$ cat config.mk
export PLATFORM = sky130hd
export DESIGN_NAME = uart_cmd_parser_flat
export DESIGN_NICKNAME = d
export VERILOG_FILES = /design/src/rtl/uart_cmd_parser_if.sv /design/src/rtl/uart_cmd_parser.sv /design/src/flat_wrapper.sv
export SDC_FILE = /design/constraint.sdc
export NUM_CORES = 1
export LEC_CHECK = 0
export ABC_AREA = 1
export ABC_CLOCK_PERIOD_IN_PS = 4430
export BUFFER_PORTS_ARGS = -buffer_cell sky130_fd_sc_hd__buf_2
export CAP_MARGIN = 20
export CORE_UTILIZATION = 53
export CTS_BUF_LIST = sky130_fd_sc_hd__clkbuf_4 sky130_fd_sc_hd__clkbuf_8 sky130_fd_sc_hd__clkbuf_16
export CTS_CLUSTER_DIAMETER = 80
export DETAILED_ROUTE_END_ITERATION = 6
export PLACE_DENSITY_LB_ADDON = 0.3
export SYNTH_ARGS = -nofsm -noshare
export SYNTH_HDL_FRONTEND = slang
export SYNTH_SLANG_ARGS = --single-unit
export TNS_END_PERCENT = 1
$ cat constraint.sdc
create_clock -name clk -period 4.43 [get_ports clk]
set_input_delay 0.2215 -clock clk [delete_from_list [all_inputs] [get_ports clk]]
set_output_delay 0.2215 -clock clk [all_outputs]
set_load 0.01 [all_outputs]
$ cat src/rtl/uart_cmd_parser_if.sv
// Byte-stream, status and response signals of the UART command parser.
// slave: the parser itself; master: whatever feeds bytes and takes responses.
interface uart_cmd_parser_if;
  logic [7:0]   rx_data;
  logic         rx_valid;
  logic [7:0]   cat_status;
  logic [127:0] key;
  logic         key_valid;
  logic [7:0]   tx_data;
  logic         tx_valid;
  logic         tx_ready;
  logic         frame_err;

  modport slave (
    input  rx_data,
    input  rx_valid,
    input  tx_ready,
    output cat_status,
    output key,
    output key_valid,
    output tx_data,
    output tx_valid,
    output frame_err
  );

  modport master (
    output rx_data,
    output rx_valid,
    output tx_ready,
    input  cat_status,
    input  key,
    input  key_valid,
    input  tx_data,
    input  tx_valid,
    input  frame_err
  );
endinterface

$ cat src/rtl/uart_cmd_parser.sv
// UART command parser: validates framed commands from the receive byte stream,
// updates the cat status register and the AES key store, and answers each
// frame with a single ack/error/timeout byte through a one-entry response register.
// Optional key-store command is compiled in with `define CMD_KEY_STORE_EN.
module uart_cmd_parser #(
  parameter int unsigned TIMEOUT_CYCLES = 10_334_000,
  parameter logic [7:0]  CMD_SHOOT      = 8'h41,
  parameter logic [7:0]  CMD_KEY        = 8'h42
) (
  input logic              clk,
  input logic              reset,
  uart_cmd_parser_if.slave bus
);

  localparam logic [7:0]  RspAck  = 8'h4B;  // "K"
  localparam logic [7:0]  RspErr  = 8'h45;  // "E"
  localparam logic [7:0]  RspTmo  = 8'h54;  // "T"
  localparam logic [7:0]  ArgAll  = 8'h60;  // backquote char 8'h60 revives every cat
  localparam logic [31:0] TmoLast = TIMEOUT_CYCLES - 1;

`ifdef CMD_KEY_STORE_EN
  typedef enum logic [2:0] {
    StIdle  = 3'd0,
    StAArg  = 3'd1,
    StAEnd  = 3'd2,
    StBIdx  = 3'd3,
    StBData = 3'd4,
    StBEnd  = 3'd5
  } state_e;
`else
  typedef enum logic [1:0] {
    StIdle = 2'd0,
    StAArg = 2'd1,
    StAEnd = 2'd2
  } state_e;
`endif

  state_e      r_state;
  logic [31:0] r_cnt;
  logic [7:0]  r_arg;
  logic [7:0]  r_cat;
  logic [7:0]  r_tx_data;
  logic        r_tx_valid;
  logic        r_frame_err;

  logic        w_arg_ok;
  logic        w_err;
  logic        w_ack;
  logic        w_tmo;
  logic        w_rsp_req;
  logic        w_rsp_drop;
  logic [7:0]  w_rsp_byte;
  logic [2:0]  w_cat_bit;

`ifdef CMD_KEY_STORE_EN
  logic [3:0]   r_idx;
  logic [7:0]   r_data;
  logic [127:0] r_key;
  logic [15:0]  r_mask;
  logic         r_key_valid;
  logic [6:0]   w_key_lsb;
  logic [15:0]  w_mask_set;

  // Index 0 is the MSB byte, so the byte offset is 15-idx, i.e. ~idx.
  assign w_key_lsb  = {~r_idx, 3'b000};
  assign w_mask_set = 16'h0001 << r_idx;
`endif

  assign w_arg_ok  = ((bus.rx_data >= 8'h41) && (bus.rx_data <= 8'h48)) || (bus.rx_data == ArgAll);
  // "A".."H" map to bits 0..7; the low three bits of the letter are one ahead.
  assign w_cat_bit = r_arg[2:0] - 3'd1;

  // Classify the current byte (or idle cycle) as ack, error or timeout.
  always_comb begin
    w_err = 1'b0;
    w_ack = 1'b0;
    if (bus.rx_valid) begin
      case (r_state)
        StIdle: begin
`ifdef CMD_KEY_STORE_EN
          w_err = !((bus.rx_data == CMD_SHOOT) || (bus.rx_data == CMD_KEY) ||
                    (bus.rx_data == 8'h0D) || (bus.rx_data == 8'h0A));
`else
          // Key store compiled out: its mode byte is just an unknown byte.
          w_err = (bus.rx_data == CMD_KEY) ||
                  !((bus.rx_data == CMD_SHOOT) || (bus.rx_data == 8'h0D) ||
                    (bus.rx_data == 8'h0A));
`endif
        end
        StAArg: w_err = !w_arg_ok;
        StAEnd: begin
          w_ack = (bus.rx_data == CMD_SHOOT);
          w_err = (bus.rx_data != CMD_SHOOT);
        end
`ifdef CMD_KEY_STORE_EN
        StBIdx:  w_err = (bus.rx_data[7:4] != 4'd0);
        StBData: w_err = 1'b0;
        StBEnd: begin
          w_ack = (bus.rx_data == CMD_KEY);
          w_err = (bus.rx_data != CMD_KEY);
        end
`endif
        default: w_err = 1'b0;
      endcase
    end
    // A byte arriving on the timeout cycle takes priority over the timeout.
    w_tmo      = (TIMEOUT_CYCLES != 0) && (r_state != StIdle) && !bus.rx_valid &&
                 (r_cnt == TmoLast);
    w_rsp_req  = w_err || w_ack || w_tmo;
    w_rsp_byte = w_ack ? RspAck : (w_tmo ? RspTmo : RspErr);
    w_rsp_drop = w_rsp_req && r_tx_valid && !bus.tx_ready;
  end

  // Frame state machine with command commit.
  always_ff @(posedge clk) begin
    if (reset) begin
      r_state     <= StIdle;
      r_arg       <= 8'h00;
      r_cat       <= 8'hFF;
`ifdef CMD_KEY_STORE_EN
      r_idx       <= 4'd0;
      r_data      <= 8'h00;
      r_key       <= '0;
      r_mask      <= 16'h0000;
      r_key_valid <= 1'b0;
`endif
    end else if (w_tmo) begin
      r_state <= StIdle;
    end else if (bus.rx_valid) begin
      case (r_state)
        StIdle: begin
          if (bus.rx_data == CMD_SHOOT) begin
            r_state <= StAArg;
          end
`ifdef CMD_KEY_STORE_EN
          else if (bus.rx_data == CMD_KEY) begin
            r_state <= StBIdx;
          end
`endif
        end
        StAArg: begin
          if (w_arg_ok) begin
            r_arg   <= bus.rx_data;
            r_state <= StAEnd;
          end else begin
            r_state <= StIdle;
          end
        end
        StAEnd: begin
          r_state <= StIdle;
          if (w_ack) begin
            if (r_arg == ArgAll) begin
              r_cat <= 8'hFF;
            end else begin
              r_cat[w_cat_bit] <= 1'b0;
            end
          end
        end
`ifdef CMD_KEY_STORE_EN
        StBIdx: begin
          if (!w_err) begin
            r_idx   <= bus.rx_data[3:0];
            r_state <= StBData;
          end else begin
            r_state <= StIdle;
          end
        end
        StBData: begin
          r_data  <= bus.rx_data;
          r_state <= StBEnd;
        end
        StBEnd: begin
          r_state <= StIdle;
          if (w_ack) begin
            r_key[w_key_lsb +: 8] <= r_data;
            r_mask                <= r_mask | w_mask_set;
            // Mask only grows, so this stays set on later rewrites.
            r_key_valid           <= &(r_mask | w_mask_set);
          end
        end
`endif
        default: r_state <= StIdle;
      endcase
    end
  end

  // Inter-byte timeout counter; only runs while a frame is open.
  always_ff @(posedge clk) begin
    if (reset) begin
      r_cnt <= 32'd0;
    end else if (bus.rx_valid || (r_state == StIdle) || w_tmo) begin
      r_cnt <= 32'd0;
    end else begin
      r_cnt <= r_cnt + 32'd1;
    end
  end

  // Single-entry response register; a response that finds it full is dropped.
  always_ff @(posedge clk) begin
    if (reset) begin
      r_tx_valid  <= 1'b0;
      r_tx_data   <= 8'h00;
      r_frame_err <= 1'b0;
    end else begin
      r_frame_err <= w_err || w_tmo || w_rsp_drop;
      if (r_tx_valid && bus.tx_ready) begin
        r_tx_valid <= 1'b0;
      end
      if (w_rsp_req && (!r_tx_valid || bus.tx_ready)) begin
        r_tx_valid <= 1'b1;
        r_tx_data  <= w_rsp_byte;
      end
    end
  end

  assign bus.cat_status = r_cat;
  assign bus.tx_data    = r_tx_data;
  assign bus.tx_valid   = r_tx_valid;
  assign bus.frame_err  = r_frame_err;
`ifdef CMD_KEY_STORE_EN
  assign bus.key        = r_key;
  assign bus.key_valid  = r_key_valid;
`else
  assign bus.key        = '0;
  assign bus.key_valid  = 1'b0;
`endif

endmodule

$ cat src/flat_wrapper.sv
// flat-port wrapper written by rule: the top's interface ports become plain ports
module uart_cmd_parser_flat 
#(
  parameter int unsigned TIMEOUT_CYCLES = 10_334_000,
  parameter logic [7:0]  CMD_SHOOT      = 8'h41,
  parameter logic [7:0]  CMD_KEY        = 8'h42
)
  (clk, reset, bus_rx_data, bus_rx_valid, bus_tx_ready, bus_cat_status, bus_key, bus_key_valid, bus_tx_data, bus_tx_valid, bus_frame_err);
  uart_cmd_parser_if bus_i ();
  input logic clk;
  input logic reset;
  input wire logic [$bits(bus_i.rx_data)-1:0] bus_rx_data;
  input wire logic [$bits(bus_i.rx_valid)-1:0] bus_rx_valid;
  input wire logic [$bits(bus_i.tx_ready)-1:0] bus_tx_ready;
  output wire logic [$bits(bus_i.cat_status)-1:0] bus_cat_status;
  output wire logic [$bits(bus_i.key)-1:0] bus_key;
  output wire logic [$bits(bus_i.key_valid)-1:0] bus_key_valid;
  output wire logic [$bits(bus_i.tx_data)-1:0] bus_tx_data;
  output wire logic [$bits(bus_i.tx_valid)-1:0] bus_tx_valid;
  output wire logic [$bits(bus_i.frame_err)-1:0] bus_frame_err;
  assign bus_i.rx_data = bus_rx_data;
  assign bus_i.rx_valid = bus_rx_valid;
  assign bus_i.tx_ready = bus_tx_ready;
  assign bus_cat_status = bus_i.cat_status;
  assign bus_key = bus_i.key;
  assign bus_key_valid = bus_i.key_valid;
  assign bus_tx_data = bus_i.tx_data;
  assign bus_tx_valid = bus_i.tx_valid;
  assign bus_frame_err = bus_i.frame_err;
  uart_cmd_parser #(.TIMEOUT_CYCLES(TIMEOUT_CYCLES), .CMD_SHOOT(CMD_SHOOT), .CMD_KEY(CMD_KEY)) u_core (.clk(clk), .reset(reset), .bus(bus_i));
endmodule
Word-level counts from Yosys, hierarchy flattened. Cells that the tools add are included.

Flip-flop bits (word level): 60. Bits in latches: 0. Memory bits (writable): 0. Memory bits (read-only): 0. Input port bits: 12. Output and inout port bits: 147. Logic and storage cells: 73. Memories kept: 0.

$add $sub $neg: 2. Multipliers: 0. Divide/modulo/power cells: 0. $lt $le $gt $ge: 4. Eq/ne operators: 11. Shift operators: 0. Muxes and demuxes: 14. Bitwise gates (word level): 3. Reduce and logical (&&, ||, !) cells: 32.

Operator list (count): $add 32x1->32 const B (1); $eq 32x24->1 const B (1); $eq 8x7->1 const B (4); $eq 8x4->1 const B (2); $mux 8 (2); $logic_or 1x1->1 (11); $and 8x8->8 (1); $ge 8x7->1 const B (1); $le 8x7->1 const B (1); $logic_and 1x1->1 (8); $ne 8x7->1 const B (1); $not 8->8 (1); $reduce_and 4->1 (2); $mux 1 (6); $logic_not 1->1 (5); $mux 5 (1); $lt 3x4->1 const B (1); $mux 2 (2); $pmux 2 s2 (1); $reduce_bool 2->1 (2); $reduce_or 2->1 (2); $demux 1 s3 (1); $ge 3x1->1 const B (1); $pmux 1 s3 (1); 7 further kinds (7).

Depth between registers and ports, before layout. Gate-level depths: netlist of the first run.

Depth in word-level cells: 12. Depth in mapped cells: 14. Gate-level depth less buffers: 14.

Worst setup path before layout of the first run. Ideal clock, no wire load.

Kind: reg2reg. Start point: reg u_core.r_cnt[0]. End point: reg u_core.r_cnt[30]. Data arrival time: 1.465 ns. Data required time: 4.315 ns. Slack: 2.851 ns. Stages on the path, launching flop included: 12. Buffers on the path: 0. Path through: dfxtp_1 -> ha_1 -> nand2_1 -> nor2_2 -> nand2_4 -> nor2_4 -> nand2_2 -> nor3_4 -> nand2_2 -> nor2_2 -> a21oi_1 -> o21a_1.

Longest elaborated chain between the ends: 4.

RTL lines: from (decl) (line uart_cmd_parser.sv:39) `logic [31:0] r_cnt;`; from (signal assigned) (line uart_cmd_parser.sv:194) `r_cnt <= r_cnt + 32'd1;`; parallel branches: the longest is 4 deep, another holds $add 32x1->32.

Several ways; the timed one is not identified. A chain may end at the register's enable or synchronous reset.

Worst setup path in the final report of the first run.
Start point: reg u_core.r_cnt[0]. End point: reg u_core.r_cnt[14].

The elaborated chain is that of the path after synthesis.

==> results of run 1 <==
[layer usage]
| layer | track usage (%) | share of wire, % |
|---|---|---|
| met4 | 5.15 | 0.50 |
| met3 | 6.45 | 5.1 |
| met1 | 21.4 | 43 |
| met2 | 29.8 | 52 |
| met5 | 0 | 0 |
[report_power, final]
| part | switching [mW] | internal (mW) | leakage, nW | total, mW |
|---|---|---|---|---|
| Combinational | 0.0755 | 0.0141 | 1.14 | 0.0896 |
| Sequential | 0.00212 | 0.517 | 0.461 | 0.519 |
| Clock | 0.230 | 0.322 | 0.110 | 0.552 |
| Total | 0.307 | 0.853 | 1.71 | 1.16 |
[layout make-up]
cell class                      instances  area (um^2)
Clock buffer                            9          124
Clock inverter                          7          103
Fill cell                             672         3080
Inverter                               54          203
Multi-Input combinational cell        412         1960
Sequential cell                        57         1140
Tap cell                               96          120
Timing Repair Buffer                   28          143
[metrics by stage]
stage / hold slack, ps / power (mW) / instance area [um^2] / cells / worst slack (ps)
CTS: 93.8 / 1.17 / 3790 / 663 / 2190
floorplan: 291 / 0.687 / 4320 / 659 / 2850
global route: 101 / 1.21 / 3790 / 663 / 1990
detailed placement: 435 / 0.617 / 3570 / 647 / 2200
finish: 114 / 1.16 / 3790 / 663 / 2240
global placement: 430 / 0.617 / 3570 / 647 / 2350
[worst max-delay path, cell delays in order (launching register included)]
cell and delay, ps:
dfxtp_1 360, ha_1 190, nand2_1 80, nor2_2 200, nand4_1 120, nor2_1 150, nand2_1 70, nand3_1 400
buf_4 360, a21oi_1 70, o21a_1 100
[Yosys cell counts]
master	count
nor2_4	5
nor3_2	2
nor3b_2	5
clkbuf_1	1
nor3_4	2
nor4_1	5
nor3b_1	4
buf_2	2
inv_2	2
ha_1	2
o21a_1	3
nand2_1	83
nor2_1	54
a21oi_1	21
dfxtp_1	57
nand2_4	3
nor3_1	22
nand3_2	1
xnor2_1	3
buf_4	133
xor2_1	8
nand2_2	7
or2_2	2
conb_1	1
o21ai_0	19
nand3_1	15
nand4_1	10
inv_1	52
nor2_2	2
o21ai_1	2
or2_0	1
[logic make-up (layout without fill, tap and decap cells)]
group / count (synthesis) / count (layout) / synth area share (%)
simple gates: 223 / 223 / 29.1
buf+inv: 190 / 98 / 31.7
flops: 57 / 57 / 29.8
compound gates: 45 / 45 / 6.08
xor+xnor: 11 / 11 / 2.52
fa+ha+maj: 2 / 2 / 0.654
other cells: 1 / 131 / 0.0980
[worst max path at each step]
stage,from,endpoint,depth (start not counted)
2_1_floorplan,u_core.r_cnt[0]$_SDFF_PP0_,u_core.r_cnt[30]$_SDFF_PP0_,11
3_3_place_gp,u_core.r_cnt[0]$_SDFF_PP0_,u_core.r_cnt[14]$_SDFF_PP0_,10
3_5_place_dp,u_core.r_cnt[0]$_SDFF_PP0_,u_core.r_cnt[14]$_SDFF_PP0_,10
4_1_cts,u_core.r_cnt[0]$_SDFF_PP0_,u_core.r_cnt[14]$_SDFF_PP0_,10
5_1_grt,u_core.r_cnt[0]$_SDFF_PP0_,u_core.r_cnt[14]$_SDFF_PP0_,10
6_report,u_core.r_cnt[0]$_SDFF_PP0_,u_core.r_cnt[14]$_SDFF_PP0_,10
[state kept, by name, summed over array words and instances, names as in the netlist]
| register | flops |
|---|---|
| u_core.r_arg | 8 |
| u_core.r_cnt | 32 |
| u_core.bus.frame_err | 1 |
| u_core.r_state | 2 |
| u_core.bus.tx_valid | 1 |
| u_core.bus.tx_data | 5 |
| u_core.bus.cat_status | 8 |
==> results.md, run 1 <==
- Largest net degree at the start of global routing: 20
- Tcrit/Tclk final: 49.5%
- CP Launch Type: flip-flop
- Required time of the critical path: 4660 ps
- Reg-to-Reg Start: u_core.r_cnt[0]$_SDFF_PP0_
- Nets: 576
- Fin crit period: 2190 ps
- Post-synth top area share: a little under 30%
- Syn-to-layout area delta: -0.915%
- Hpwl dp: 5260 um
- Element type at the critical path end: flip-flop
- Vias: a little under 3000
- Cell variety after synth: 31
- Iteration-0 DRC Markers: slightly below 100
- Mapped Cells: approximately 530
- Worst skew pair latency: 340 ps
- Critical Path AT: ~2400 ps
- Clk sinks: 57
- Vias in the first global route: 2454
- Post-DR wirelength/cell: 9.91 um
- Total setup buffers inserted after CTS: 0
- PD cells: 306 mW/mm^2
- Initial Util: 55.7%
- Max-cap violations: 0
- Core Util, Final: 55.2%
- First-pass GRT wire length: 10700 um
- RePlAce Congestion: 0.851
- Resized Gates After CTS: 0
- Crit Path Max Fanout: 19
- # H-tree levels: 3
- Status: finished, final reports clean
- Setup Skew: 11.8 ps
- IO buf count: 27
- Hold Path Class: in2reg
- Antenna-violating nets left: 0
- Core ar.: ~0.0069 mm^2
- Final TNS setup: 0 ps
- Crit path kind: reg2reg
- Total congestion overflow: 0
- I/O pin count: 159
- Longest Clk Path Bufs: 2
- Commonest non-fill, non-tap cells in the layout: 131 x conb_1, 83 x nand2_1, 57 x dfxtp_1
- Actual slew at the worst max-slew pin: 555 ps
- Fmax achieved: 456 MHz
- Worst R2R End: u_core.r_cnt[14]$_SDFF_PP0_
- Sequential fraction of the synthesis area: 29.8%
- Drt first pass iters: 4
- Maximum vdd drop: 0.000173 V
- Post-synth top area cell: dfxtp_1
- Antenna diode count: 0
- CTS Hold Bufs: 0
- Clk Tree Root Cell: clkbuf_8
- Die footprint: around 0.0076 mm^2
- Die W: about 87 um
- Vias per inst: about 4.4
- Final hold vios: 0
- HP Start: reset
- Initial antenna violation count: 0
- TritonCTS clock tree: done
- Avg Inst Size Synth: slightly above 7 um^2
- Most common cell after layout, fill and taps aside: conb_1
- Die Span Y: 87.0 um
- DRC: 0
- Hold EP: u_core.bus.tx_data[2]$_SDFFE_PP0P_
- Fin. max-slew vios: 0
- Ratio of cells with drive above 1 in the final layout: around an eighth
- Slew margin rel.: between 60 and 70%
- Unrepaired setup endpoints after global routing: no
- Top post-synthesis cells by area: dfxtp_1 30%, buf_4 26%, nand2_1 8.1%, nor2_1 5.3%, inv_1 5.1%
- Pleak: 1.71 nW
- Synth Warn #: 0
- Synth Register Bits: 57
- Inserted Clock Buffers: 9
- Clock-pin slew on the worst setup and hold paths: 80 ps
- Mapped cell area: 0.00383 mm^2
- Drt total wl: 6570 um
- # setup viols final: 0
- Flop2flop setup slack: between 2000 and 2500 ps
- Total track usage: 17.8%
- Site Rows: 30
- R2R depth: 10
- Hold depth: 2
Power figures use the tool's default switching activity.
==> run 2, diff against run 1 <==
--- a/config.mk
+++ b/config.mk
@@ -6,10 +6,10 @@
 export NUM_CORES = 1
 export LEC_CHECK = 0
 export ABC_AREA = 1
-export ABC_CLOCK_PERIOD_IN_PS = 4430
+export ABC_CLOCK_PERIOD_IN_PS = 1800
 export BUFFER_PORTS_ARGS = -buffer_cell sky130_fd_sc_hd__buf_2
 export CAP_MARGIN = 20
-export CORE_UTILIZATION = 53
+export CORE_UTILIZATION = 44
 export CTS_BUF_LIST = sky130_fd_sc_hd__clkbuf_4 sky130_fd_sc_hd__clkbuf_8 sky130_fd_sc_hd__clkbuf_16
 export CTS_CLUSTER_DIAMETER = 80
 export DETAILED_ROUTE_END_ITERATION = 6
==> constraint.sdc (replaced) <==
create_clock -name clk -period 1.8 [get_ports clk]
set_input_delay 0.09 -clock clk [delete_from_list [all_inputs] [get_ports clk]]
set_output_delay 0.09 -clock clk [all_outputs]
set_load 0.01 [all_outputs]
==> results.md, run 2 (synthesis gave the netlist of run 1 again) <==
- Status: finished, final reports clean (unchanged)
- Max incr delay on CP: 350 ps (was 400 ps)
- Switching part of the total: 28.3% (was 26.5%)
- HP Start: bus_rx_data[5] (was reset)
- Max reg flops: 32 (unchanged)
- Fmax achieved: 591 MHz (was 456 MHz)
- Syn-to-layout area delta: -0.0653% (was -0.915%)
- Core ar.: 0.00830 mm^2 (was 0.00687 mm^2)
- Clock-pin slew on the worst setup and hold paths: 60 ps (was 80 ps)
- Vias: 2923 (was 2895)
- Flop2flop setup slack: 110 ps (was 2240 ps)
- PD cells: 672 mW/mm^2 (was 306 mW/mm^2)
- Placed Cells: 659 (was 647)
- Ratio of cells with drive above 1 in the final layout: 14.4% (was 13.2%)
- Die Span Y: 95.3 um (was 87.0 um)
- I/O pin count: 159 (unchanged)
- CP dominant cell by count: nor2_4 (was nand2_1)
- Total setup buffers inserted after CTS: 0 (unchanged)
- FF+latch area: 0.00114 mm^2 (unchanged)
- Max-cap violations: 0 (unchanged)
- Commonest non-fill, non-tap cells in the layout: 131 x conb_1, 83 x nand2_1, 57 x dfxtp_1 (unchanged)
- CP Launch Type: flip-flop (unchanged)
- Sw Pwr: 0.729 mW (was 0.307 mW)
- TritonCTS clock tree: done (unchanged)
- Die W: 95.3 um (was 87.0 um)
- R2R depth: 11 (was 10)
- Reg-to-Reg Start: u_core.r_cnt[0]$_SDFF_PP0_ (unchanged)
- Total congestion overflow: 0 (unchanged)
- Area of the multi-input gates: 0.00198 mm^2 (was 0.00196 mm^2)
- Post-route insts no fill: 676 (was 663)
- Most common cell after layout, fill and taps aside: conb_1 (unchanged)
- Required time of the critical path: 2030 ps (was 4660 ps)
- Met3 Usage GRT: 5.74% (was 6.45%)
- Hold EP: u_core.r_arg[5]$_SDFFE_PP0P_ (was u_core.bus.tx_data[2]$_SDFFE_PP0P_)
- Fillers: 868 (was 672)
- Element type at the critical path end: flip-flop (unchanged)
- Antenna diode count: 0 (unchanged)
- Largest Register: u_core.r_cnt (unchanged)
- Worst skew pair latency: 340 ps (about the same)
- GR Util met2: 26.3% (was 29.8%)
- Crit path kind: reg2reg (unchanged)
- Total track usage: 15.5% (was 17.8%)
- Largest net degree at the start of global routing: 33 (was 20)
- # setup viols final: 0 (unchanged)
- Drt total wl: 6510 um (was 6570 um)
- Fin. max-slew vios: 0 (unchanged)
- Final hold vios: 0 (unchanged)
- Critical Path, Cell by Cell: ha_1 > nand2_1 > nor2_4 > nand2_4 > nor2_4 > inv_1 > nor2_1 > nand3_1 > nor2_2 > a21oi_1 > o21a_1 (was ha_1 > nand2_1 > nor2_2 > nand4_1 > nor2_1 > nand2_1 > nand3_1 > buf_4 > a21oi_1 > o21a_1)
- Longest Clk Path Bufs: 2 (unchanged)
- Pleak: 1.71 nW (about the same)
- Clk sinks: 57 (unchanged)
- CP top delay family: simple AND/OR/NAND/NOR gates (unchanged)
- Comb pwr share: 8.6% (was 7.7%)
- Fin crit period: 1690 ps (was 2190 ps)
- Hold Path Class: in2reg (unchanged)
- Hpwl dp: 5130 um (was 5260 um)
- Vias in the first global route: 2577 (was 2454)
- IO buf count: 27 (unchanged)
- Hold depth: 3 (was 2)
- Drt first pass iters: 4 (unchanged)
- Met1 Resource Use GR: 18.0% (was 21.4%)
- Most used routing layer: met2 (unchanged)
- Core Util, Final: 46.1% (was 55.2%)
- Crit Path Max Fanout: 4 (was 19)
- Clock power frac: 41.8% (was 47.6%)
- Unrepaired setup endpoints after global routing: yes (was no)
- Int Pwr: 1.84 mW (was 0.853 mW)
- DRC: 0 (unchanged)
- Register share of total power: 49.7% (was 44.7%)
- Antenna-violating nets left: 0 (unchanged)
- # H-tree levels: 3 (unchanged)
- Critical Path AT: 1920 ps (was 2430 ps)
- Vias per inst: 4.32 (was 4.37)
- Iteration-0 DRC Markers: 93 (was 99)
- Initial antenna violation count: 0 (unchanged)
- Post-DR wirelength/cell: 9.62 um (was 9.91 um)
- RePlAce Congestion: 0.804 (was 0.851)
- Nets: 580 (was 576)
- Tcrit/Tclk final: 94.0% (was 49.5%)
- Clk Tree Root Cell: clkbuf_8 (unchanged)
- Maximum vdd drop: 0.000394 V (was 0.000173 V)
- CP bufs+invs: 1 (unchanged)
- Inserted Clock Buffers: 9 (unchanged)
- Worst R2R End: u_core.r_cnt[14]$_SDFF_PP0_ (unchanged)
- Site Rows: 33 (was 30)
- Setup Skew: 8.78 ps (was 11.8 ps)
- Die footprint: 0.00908 mm^2 (was 0.00757 mm^2)
- First-pass GRT wire length: 11000 um (was 10700 um)
- Initial Util: 46.1% (was 55.7%)
- CP max stage cell: dfxtp_1 (was nand3_1)
-- run 2: cell types whose count changed in the layout (fill, tap and decap cells not counted), moves of 2 or more --
| cell | previous run | this run |
|---|---|---|
| nor2_1 | 54 | 52 |
| clkinvlp_4 | 1 | 4 |
| inv_6 | 2 | 0 |
| buf_4 | 1 | 3 |
| bufinv_16 | 2 | 0 |
-- run 2: cell type report --
cell class,instances,area share (%)
Clock buffer,10,3.60
Clock inverter,6,1.14
Inverter,54,5.30
Multi-Input combinational cell,412,51.8
Sequential cell,57,29.8
Tap cell,105,3.43
Timing Repair Buffer,32,4.91
-- run 2: worst max path at each step --
stage | startpoint | end | slack [ps] | depth (start not counted)
2_1_floorplan | u_core.r_cnt[0]$_SDFF_PP0_ | u_core.r_cnt[30]$_SDFF_PP0_ | 220 | 11
3_3_place_gp | u_core.r_cnt[0]$_SDFF_PP0_ | u_core.r_cnt[30]$_SDFF_PP0_ | 100 | 10
3_5_place_dp | u_core.r_cnt[0]$_SDFF_PP0_ | u_core.r_cnt[26]$_SDFF_PP0_ | 60 | 10
4_1_cts | u_core.r_cnt[0]$_SDFF_PP0_ | u_core.r_cnt[26]$_SDFF_PP0_ | 50 | 10
5_1_grt | u_core.r_cnt[0]$_SDFF_PP0_ | u_core.r_cnt[30]$_SDFF_PP0_ | -100 | 11
6_report | u_core.r_cnt[0]$_SDFF_PP0_ | u_core.r_cnt[14]$_SDFF_PP0_ | 110 | 11
-- run 2: worst register-to-register path: cells and delay by family (launching register included) --
| kind | cells | cell delay, ps |
|---|---|---|
| and+or+nand+nor | 7 | 820 |
| adders and majority gates | 1 | 170 |
| buffers and inverters | 1 | 70 |
| DFF | 1 | 350 |
| AOI/OAI and AO/OA | 2 | 170 |
-- run 2: power by group through the flow --
stage / Clock [mW] / Sequential (mW) / Combinational (mW)
2_1_floorplan: 0 / 1.31 / 0.380
3_3_place_gp: 0 / 1.31 / 0.213
3_5_place_dp: 0 / 1.31 / 0.214
4_1_cts: 1.11 / 1.28 / 0.216
5_1_grt: 1.18 / 1.28 / 0.259
6_report: 1.07 / 1.28 / 0.220
-- run 2: what timing repair did --
item,CTS,global route
setup endpoints to repair,0,36
hold endpoints to repair,5,0
hold buffers,1,0
resized for setup,0,5
-- run 2: layer usage --
layer  share of wire, %  vias up
met5                  0        -
met4                1.1        0
met3                5.9        8
met2                 48       98
met1                 45     1328
li1                   -     1489
-- run 2: stage by stage --
stage               hold WS, ps  power (mW)  cell area (um^2)  setup WS [ps]  TNS [ps]
global route               51.0        2.72              3820          -97.5      -248
detailed placement          341        1.52              3610           56.5         0
global placement            335        1.52              3610           95.4         0
finish                     43.8        2.57              3820            108         0
floorplan                   159        1.69              4320            221         0
CTS                        33.5        2.60              3800           50.1         0
==> run 3, diff against run 2 <==
--- a/config.mk
+++ b/config.mk
@@ -13,7 +13,8 @@
 export CTS_BUF_LIST = sky130_fd_sc_hd__clkbuf_4 sky130_fd_sc_hd__clkbuf_8 sky130_fd_sc_hd__clkbuf_16
 export CTS_CLUSTER_DIAMETER = 80
 export DETAILED_ROUTE_END_ITERATION = 6
-export PLACE_DENSITY_LB_ADDON = 0.3
+export PLACE_DENSITY = 0.89
+export SLEW_MARGIN = 20
 export SYNTH_ARGS = -nofsm -noshare
 export SYNTH_HDL_FRONTEND = slang
 export SYNTH_SLANG_ARGS = --single-unit
==> results.md, run 3 (synthesis gave the netlist of run 1 again) <==
- WL met3: 641 um (was 383 um)
- Max-cap violations: 0 (unchanged)
- Tcrit/Tclk final: 97.7% (was 94.0%)
- Top layer in use: met4 (unchanged)
- Vias: 3004 (was 2923)
- CP bufs+invs: 0 (was 1)
- Fin crit period: 1760 ps (was 1690 ps)
- Site Rows: 33 (unchanged)
- Vias in the first global route: 2527 (was 2577)
- Setup Skew: 7.06 ps (was 8.78 ps)
- CP Launch Type: flip-flop (unchanged)
- Unrepaired setup endpoints after global routing: yes (unchanged)
- Clk sinks: 57 (unchanged)
- Crit Path Max Fanout: 5 (was 4)
- Initial Util: 46.1% (unchanged)
- Largest net degree at the start of global routing: 33 (unchanged)
- Die Span Y: 95.3 um (unchanged)
- CP max stage cell: dfxtp_4 (was dfxtp_1)
- DRC: 0 (unchanged)
- TritonCTS clock tree: done (unchanged)
- Most common cell after layout, fill and taps aside: conb_1 (unchanged)
- Vias per inst: 4.40 (was 4.32)
- # setup viols final: 0 (unchanged)
- Inserted Clock Buffers: 9 (unchanged)
- Max incr delay on CP: 360 ps (was 350 ps)
- Antenna diode count: 0 (unchanged)
- Longest Clk Path Bufs: 2 (unchanged)
- Placed Cells: 661 (was 659)
- Post-DR wirelength/cell: 10.4 um (was 9.62 um)
- Clk Tree Root Cell: clkbuf_8 (unchanged)
- CP top delay family: simple AND/OR/NAND/NOR gates (unchanged)
- # H-tree levels: 3 (unchanged)
- Fin. max-slew vios: 0 (unchanged)
- FF+latch area: 0.00115 mm^2 (was 0.00114 mm^2)
- Reg-to-Reg Start: u_core.r_cnt[0]$_SDFF_PP0_ (unchanged)
- Commonest non-fill, non-tap cells in the layout: 131 x conb_1, 82 x nand2_1, 55 x dfxtp_1 (was 131 x conb_1, 83 x nand2_1, 57 x dfxtp_1)
- Initial antenna violation count: 0 (unchanged)
- Drt first pass iters: 5 (was 4)
- HP Start: bus_rx_data[5] (unchanged)
- Core ar.: 0.00830 mm^2 (unchanged)
- Critical Path, Cell by Cell: ha_4 > nand2_2 > nor2_4 > nand2_4 > nor2_4 > nand2_2 > nor3_4 > nand2_4 > nor2_4 > a21oi_1 > o21a_1 (was ha_1 > nand2_1 > nor2_4 > nand2_4 > nor2_4 > inv_1 > nor2_1 > nand3_1 > nor2_2 > a21oi_1 > o21a_1)
- Drt total wl: 7080 um (was 6510 um)
- Final WS setup: 41.0 ps (was 108 ps)
- Final TNS setup: 0 ps (unchanged)
- Clock-pin slew on the worst setup and hold paths: 60 ps (about the same)
- Total congestion overflow: 0 (unchanged)
- RePlAce Congestion: 0.833 (was 0.804)
- Critical Path AT: 2000 ps (was 1920 ps)
- Required time of the critical path: 2040 ps (was 2030 ps)
- Crit path kind: reg2reg (unchanged)
- Die W: 95.3 um (unchanged)
- Fillers: 804 (was 868)
- Maximum vdd drop: 0.000425 V (was 0.000394 V)
- CP dominant cell by count: nor2_4 (unchanged)
- Pleak: 1.80 nW (was 1.71 nW)
- Antenna-violating nets left: 0 (unchanged)
- Total track usage: 15.2% (was 15.5%)
- Fmax achieved: 568 MHz (was 591 MHz)
- Iteration-0 DRC Markers: 261 (was 93)
- Element type at the critical path end: flip-flop (unchanged)
- I/O pin count: 159 (unchanged)
- Syn-to-layout area delta: 3.63% (was -0.0653%)
- Status: finished, final reports clean (unchanged)
- Crit path from: u_core.r_cnt[0]$_SDFF_PP0_ (unchanged)
- Area of the multi-input gates: 0.00201 mm^2 (was 0.00198 mm^2)
- Ratio of cells with drive above 1 in the final layout: 16.1% (was 14.4%)
- DRT met1 WL: 2860 um (was 2910 um)
- Total power: 2.84 mW (was 2.57 mW)
- Final hold vios: 0 (unchanged)
- Worst skew pair latency: 340 ps (about the same)
- Max reg flops: 32 (unchanged)
- Post-route insts no fill: 682 (was 676)
- First-pass GRT wire length: 10800 um (was 11000 um)
- Hold Path Class: in2reg (unchanged)
- Pre-CTS setup slack: 54.7 ps (was 56.5 ps)
- PD cells: 716 mW/mm^2 (was 672 mW/mm^2)
- Nets: 586 (was 580)
- IO buf count: 27 (unchanged)
- Hpwl dp: 5080 um (was 5130 um)
- Die footprint: 0.00908 mm^2 (unchanged)
- Met2 WL: 3450 um (was 3130 um)
- Largest Register: u_core.r_cnt (unchanged)
## run 3: changes by cell type in the layout (fill, tap and decap cells not counted), moves of 2 or more
cell and delta:
dfxtp_1 -2, clkinvlp_4 -4, bufinv_16 +2, buf_4 +5, nor2_2 -2
## run 3: stage by stage
stage	hold WS, ps	util, %	area (um^2)
CTS	32.1	46.5	3860
finish	49.5	47.8	3970
floorplan	159	-	4320
global placement	330	43.7	3630
detailed placement	335	43.7	3630
global route	57.5	47.8	3970
## run 3: worst min-delay path, cell delays in order
cell,delay (ps)
buf_2,90
inv_1,60
a21oi_1,110
## run 3: final cells by class
cell class	instances	area share, %
inverters	54	5.11
well taps	105	3.31
clock inverters	5	1.99
flip-flops and latches	57	28.9
multi-input cells	412	50.7
clock buffers	11	3.66
repair buffers	38	6.31
## run 3: final timing paths
path / endpoint / slack (ps) / depth (start not counted)
worst min-delay path: u_core.r_arg[5]$_SDFFE_PP0P_ / 50 / 3
worst max register to register: u_core.r_cnt[30]$_SDFF_PP0_ / 40 / 11
worst max-delay path: u_core.r_cnt[30]$_SDFF_PP0_ / 40 / 11
worst min register to register: u_core.r_arg[7]$_SDFFE_PP0P_ / 440 / 2
## run 3: per-layer routing
metal / up-vias / GRT usage (%)
met3: 16 / 6.14
met2: 156 / 24.9
met5: - / 0
li1: 1501 / -
met4: 0 / 5.18
met1: 1331 / 18.0
## run 3: what timing repair did
action / CTS / global route
hold buffers: 1 / 0
endpoints found under the setup margin: 0 / 39
resized for setup: 0 / 14
setup buffers: 0 / 3
hold endpoints to repair: 5 / 0
## run 3: power by group
group          total, mW  switching, mW  internal, mW
Combinational      0.222          0.186        0.0362
Sequential          1.28        0.00560          1.27
Clock               1.34          0.513         0.830
Total               2.84          0.705          2.14
